===== src/rtl/fetch_unit.sv =====
// rtl/fetch_unit.sv - byte-serial Y86-style instruction fetch with opcode/register/constant decode
// One memory byte per ack; decoded fields are presented to decode in HOLD until accepted.
module fetch_unit #(
   parameter int unsigned IMEM_SIZE = 1024
) (
   input  logic        clk,
   input  logic        rst_n,
   input  logic        pc_load,
   input  logic [63:0] pc_new,
   output logic        mem_req,
   output logic [63:0] mem_addr,
   input  logic        mem_ack,
   input  logic [7:0]  mem_rdata,
   output logic        out_valid,
   input  logic        out_ready,
   output logic [3:0]  icode,
   output logic [3:0]  ifun,
   output logic [3:0]  rA,
   output logic [3:0]  rB,
   output logic [63:0] valC,
   output logic [63:0] valP,
   output logic [1:0]  stat
);
   typedef enum logic [2:0] {S_IDLE, S_OPC, S_REGS, S_CONST, S_HOLD, S_STOP} state_t;

   localparam logic [1:0]  ST_AOK = 2'd0;
   localparam logic [1:0]  ST_HLT = 2'd1;
   localparam logic [1:0]  ST_ADR = 2'd2;
   localparam logic [1:0]  ST_INS = 2'd3;
   localparam logic [63:0] LIMIT  = 64'(IMEM_SIZE);

   state_t      r_state;
   logic [63:0] r_pc;
   logic [63:0] r_mem_addr;
   logic        r_mem_req;
   logic        r_out_valid;
   logic [3:0]  r_icode;
   logic [3:0]  r_ifun;
   logic [3:0]  r_ra;
   logic [3:0]  r_rb;
   logic [63:0] r_valc;
   logic [63:0] r_valp;
   logic [1:0]  r_stat;
   logic [2:0]  r_cnt;

   logic        w_accept;
   logic        w_restart;
   logic [63:0] w_start_pc;
   logic        w_start_oor;
   logic [63:0] w_next_addr;
   logic        w_next_oor;
   logic [3:0]  w_op;
   logic [3:0]  w_len;
   logic        w_op_reg;
   logic        w_cur_const;

   function automatic logic [3:0] instr_len(input logic [3:0] ic);
      case (ic)
         4'd2, 4'd6, 4'd10, 4'd11: instr_len = 4'd2;
         4'd7, 4'd8:               instr_len = 4'd9;
         4'd3, 4'd4, 4'd5:         instr_len = 4'd10;
         default:                  instr_len = 4'd1;
      endcase
   endfunction

   assign w_accept    = (r_state == S_HOLD) && out_ready;
   assign w_restart   = pc_load || (w_accept && (r_stat == ST_AOK));
   assign w_start_pc  = pc_load ? pc_new : r_valp;
   assign w_start_oor = (w_start_pc >= LIMIT);
   assign w_next_addr = r_mem_addr + 64'd1;
   assign w_next_oor  = (w_next_addr >= LIMIT);
   assign w_op        = mem_rdata[7:4];
   assign w_len       = instr_len(w_op);
   assign w_op_reg    = (w_len == 4'd2) || (w_len == 4'd10);
   assign w_cur_const = (instr_len(r_icode) >= 4'd9);

   // A fetch state entered with mem_req low means its byte address was out of range.
   always_ff @(posedge clk or negedge rst_n) begin
      if (!rst_n) begin
         r_state     <= S_IDLE;
         r_pc        <= 64'd0;
         r_mem_req   <= 1'b0;
         r_mem_addr  <= 64'd0;
         r_out_valid <= 1'b0;
         r_icode     <= 4'd0;
         r_ifun      <= 4'd0;
         r_ra        <= 4'hF;
         r_rb        <= 4'hF;
         r_valc      <= 64'd0;
         r_valp      <= 64'd0;
         r_stat      <= ST_AOK;
         r_cnt       <= 3'd0;
      end else if (w_restart) begin
         r_state     <= S_OPC;
         r_pc        <= w_start_pc;
         r_mem_req   <= !w_start_oor;
         if (!w_start_oor)
            r_mem_addr <= w_start_pc;
         r_out_valid <= 1'b0;
         r_icode     <= 4'd0;
         r_ifun      <= 4'd0;
         r_ra        <= 4'hF;
         r_rb        <= 4'hF;
         r_valc      <= 64'd0;
         r_valp      <= w_start_pc;
         r_stat      <= ST_AOK;
         r_cnt       <= 3'd0;
      end else if (w_accept) begin
         r_state     <= S_STOP;
         r_pc        <= r_valp;
         r_mem_req   <= 1'b0;
         r_out_valid <= 1'b0;
      end else begin
         case (r_state)
            S_OPC, S_REGS, S_CONST: begin
               if (!r_mem_req) begin
                  r_state     <= S_HOLD;
                  r_out_valid <= 1'b1;
                  r_stat      <= ST_ADR;
               end else if (mem_ack) begin
                  if (r_state == S_OPC) begin
                     r_icode <= w_op;
                     r_ifun  <= mem_rdata[3:0];
                     r_valp  <= r_pc + {60'd0, w_len};
                     r_stat  <= (w_op == 4'd0) ? ST_HLT : ((w_op > 4'd11) ? ST_INS : ST_AOK);
                  end else if (r_state == S_REGS) begin
                     r_ra <= mem_rdata[7:4];
                     r_rb <= mem_rdata[3:0];
                  end else begin
                     r_valc[{r_cnt, 3'b000} +: 8] <= mem_rdata;
                     r_cnt <= r_cnt + 3'd1;
                  end

                  if ((r_state == S_OPC && w_len == 4'd1) ||
                      (r_state == S_REGS && !w_cur_const) ||
                      (r_state == S_CONST && r_cnt == 3'd7)) begin
                     r_state     <= S_HOLD;
                     r_mem_req   <= 1'b0;
                     r_out_valid <= 1'b1;
                  end else begin
                     if (r_state == S_OPC)
                        r_state <= w_op_reg ? S_REGS : S_CONST;
                     else
                        r_state <= S_CONST;
                     r_mem_req <= !w_next_oor;
                     if (!w_next_oor)
                        r_mem_addr <= w_next_addr;
                  end
               end
            end
            default: begin
            end
         endcase
      end
   end

   assign mem_req   = r_mem_req;
   assign mem_addr  = r_mem_addr;
   assign out_valid = r_out_valid;
   assign icode     = r_icode;
   assign ifun      = r_ifun;
   assign rA        = r_ra;
   assign rB        = r_rb;
   assign valC      = r_valc;
   assign valP      = r_valp;
   assign stat      = r_stat;
endmodule


===== config.mk =====
export PLATFORM = sky130hd
export DESIGN_NAME = fetch_unit
export DESIGN_NICKNAME = d
export VERILOG_FILES = /design/src/rtl/fetch_unit.sv
export SDC_FILE = /design/constraint.sdc
export NUM_CORES = 1
export LEC_CHECK = 0
export BUFFER_PORTS_ARGS = -buffer_cell sky130_fd_sc_hd__buf_2
export CAP_MARGIN = 20
export CORE_ASPECT_RATIO = 1.5
export CORE_UTILIZATION = 34
export CTS_CLUSTER_DIAMETER = 200
export DETAILED_ROUTE_END_ITERATION = 12
export PLACE_DENSITY = 0.55
export SYNTH_ARGS = -nofsm -noshare
export SYNTH_HDL_FRONTEND = slang
export SYNTH_SLANG_ARGS = --single-unit

===== constraint.sdc =====
create_clock -name clk -period 4.22 [get_ports clk]
set_clock_uncertainty 0.1 [all_clocks]
set_input_delay 0.844 -clock clk [delete_from_list [all_inputs] [get_ports clk]]
set_output_delay 0.844 -clock clk [all_outputs]
set_load 0.02 [all_outputs]

==> summary.txt <==
Outcome
  • Status: complete, no violations

Floorplanning
  • Count of standard-cell rows: 92
  • Initial Utilization: 34.6%
  • Die Ht: 256 um
  • Chip width: 171 um
  • Core Footprint: 42,200 sq um
  • I/O pins: 289
  • Die footprint: 43,800 sq um

Routing
  • Routed wl met3: 2840 um
  • Vias: 13.9k
  • Post-Route WL: 54,100 um
  • Drt pass-1 iters: 7
  • Via-to-Cell Ratio: 5.54
  • Post-DRT Antenna Nets: 0
  • DRT iter0 DRCs: 1,125
  • DRT met1 WL: 21,100 um
  • Highest routed layer: met5
  • Routed wl met2: 27,800 um
  • DR DRC count: 0
  • Drt wl/cell: 21.6 um

Clock tree
  • CTS buffer count: 31
  • Clock Latency Late Sink: 600 ps
  • Reg clk slew, reported paths: 60 ps
  • Max clock buf depth: 3
  • Htree depth: 1
  • Clock Root Buffer: clkbuf_16
  • Post-CTS Setup Bufs: 0
  • CTS tree: yes
  • # clock sinks: 282

STA
  • Fmax achieved: 247 MHz
  • Worst Slack Setup Final: 171 ps
  • Slew headroom: 36.6%
  • RSZ-0062 raised after global routing: false
  • Tcrit/Tclk final: 95.9%
  • Least-Margin Pin Slew: 938 ps
  • Final setup fails: 0
  • Final Hold Vio Count: 0
  • Final min period: 4050 ps
  • TNS Setup: 0 ps
  • Final Slew Violations: 0

Global route
  • Vias in the first global route: 13.7k
  • GRT Util Overall: 24.5%
  • Largest net degree at the start of global routing: 106
  • Initial antenna violation count: 4
  • Total grt overflow: 0
  • First-pass GRT wire length: 82,700 um

Pwr
  • Static Leak: 8.29 nW
  • Clock Power Share: 44.2%
  • Logic pwr share: 11.5%
  • Sequential power share: 44.3%
  • Int Power: 4.94 mW
  • Overall Power: 6.82 mW
  • Net switching power: 1.88 mW
  • Sw Share: 27.6%
  • Pwr Density: 376 nW/um^2
  • Max IR drop VDD: 0.000407 V

Finish
  • Storage cell area: 7070 sq um
  • Fillers: 4,294
  • Commonest non-fill, non-tap cell in the layout: buf_2
  • Layout cells sized above 1: 23.0%
  • Nets: 2,003
  • Synth-to-layout area growth: 24.3%
  • Final non-filler cell total: 2,505
  • Multi-input gate area: 7110 sq um
  • Commonest cells after routing, fill and taps aside: buf_2 (287), dfrtp_1 (274), nand2_1 (235)
  • Cell area after layout: 18,100 sq um

Place
  • Hpwl dp: 39,600 um
  • Placed Area: 17,000 sq um
  • Buffers added on ports: 288
  • Pre-CTS setup slack: 221 ps
  • Placer Congestion: 0.962
  • # placed instances: 2,445

Synthesis
  • Synth Flop Type: dfrtp_1
  • EDFF count, synth: 0
  • Part of the Yosys area used for sequential elements: 48.4%
  • Post-Syn Nets: 1,702
  • Async S/R FF share, synth: 100%
  • Synthesized area: 14,600 sq um
  • Yosys reg bits: 282
  • Post-Syn Area per Cell: 9.05 sq um
  • Yosys warns: 0
  • Distinct cells, synth: 72
  • Syn Inst Count: 1,613

Worst hold path
  • Worst hold path class: input port to async pin

Worst setup path
  • CP Data Required Time: 4590 ps
  • FF-to-FF setup slack: 170 ps
  • CP startpoint kind: register
  • Worst EP arrival: 4420 ps
  • Crit path max fanout: 16
  • Setup CP Type: register to register
  • Crit end category: register

Flow run
  • Maxcap violations: 0
==> cells in the mapped netlist, drive strengths merged, types with 35 or more instances <==
master / instances / area share (%)
dfrtp: 274 / 47
nand2: 237 / 6.1
nor2: 174 / 4.5
a21oi: 99 / 3.4
nand3: 66 / 2.3
clkbuf: 65 / 1.7
a31oi: 56 / 2.4
a22o: 49 / 2.9
nor2b: 48 / 2.1
o22ai: 48 / 2.1
nor4: 47 / 2.2
xor2: 44 / 2.6
o21ai: 42 / 1.4
nand4: 37 / 1.7
xnor2: 36 / 2.2
mux2i: 35 / 2.4
nor3: 35 / 1.2
==> power groups by stage <==
stage / Sequential [mW] / Combinational (mW) / Clock [mW]
after floorplan: 3.08 / 0.394 / 0
after global placement: 3.06 / 0.780 / 0
after detailed placement: 3.06 / 0.791 / 0
after CTS: 3.01 / 0.795 / 3.10
after global routing: 3.04 / 0.868 / 3.19
final: 3.02 / 0.785 / 3.02
==> per-stage QoR <==
step	util (%)	hold WS (ps)
after floorplan	-	420
after global placement	40.2	379
after CTS	42.9	135
after detailed placement	40.2	379
final	43.0	140
after global routing	43.0	173
==> state kept, by name (all words and copies together) (netlist names), 2 cells and up <==
| name | cells |
|---|---|
| mem_addr | 64 |
| r_pc | 64 |
| valC | 64 |
| valP | 64 |
| icode | 4 |
| ifun | 4 |
| rA | 4 |
| rB | 4 |
| r_cnt | 3 |
| r_state | 3 |
| stat | 2 |
==> worst paths after layout <==
path,startpoint,to,cells after the start
setup / recovery,mem_addr[8]$_DFFE_PN0P_,mem_addr[0]$_DFFE_PN0P_,13
max in group asynchronous,rst_n,r_pc[36]$_DFFE_PN0N_,2
hold / removal,rst_n,valC[40]$_DFFE_PN0P_,1
hold reg to reg,rA[1]$_DFFE_PN1P_,rA[1]$_DFFE_PN1P_,2
setup reg to reg,mem_addr[8]$_DFFE_PN0P_,mem_addr[0]$_DFFE_PN0P_,13
min in group clk,rA[1]$_DFFE_PN1P_,rA[1]$_DFFE_PN1P_,2
==> routing by layer <==
metal,vias up,global-route usage (%)
met5,-,0
met4,2,11.4
met3,104,2.75
met2,527,43.3
met1,6827,29.3
li1,6418,-
==> worst max-delay path: stages (launching register included) <==
cell and delay (ps):
dfrtp_1 480, nand3_1 220, buf_4 220, nor4_2 230
buf_4 270, nand4_1 170, nor3_1 250, xnor2_1 260
o21ai_0 350, nor4_1 430, buf_4 180, a41o_2 190
o21a_2 230, mux2_1 340
==> cell families (layout without fill, tap and decap cells) <==
family                   after synthesis  count (layout)  synth area share [%]
AND/OR/NAND/NOR                      728             728                  24.1
AO/OA/AOI/OAI                        356             356                  15.7
flip-flops                           282             282                  48.4
buffers and inverters                115             440                  3.12
XOR/XNOR                              80              80                  4.80
multiplexers                          40              40                  2.78
adder cells (fa/ha/maj)               12              12                  1.08
other                                  0               3                     0
==> timing repair <==
item	in CTS	in global routing
resized for setup	0	1
setup endpoints to repair	0	15
hold buffers	0	0
==> cell type report <==
| cell class | instances | share of cell area [%] |
|---|---|---|
| inverters | 28 | 0.593 |
| repair buffers | 355 | 11.1 |
| flip-flops and latches | 282 | 38.9 |
| diodes | 3 | 0.0414 |
| clock inverters | 14 | 1.18 |
| clock buffers | 43 | 5.07 |
| well taps | 564 | 3.89 |
| multi-input cells | 1216 | 39.2 |
Power figures use the tool's default switching activity.
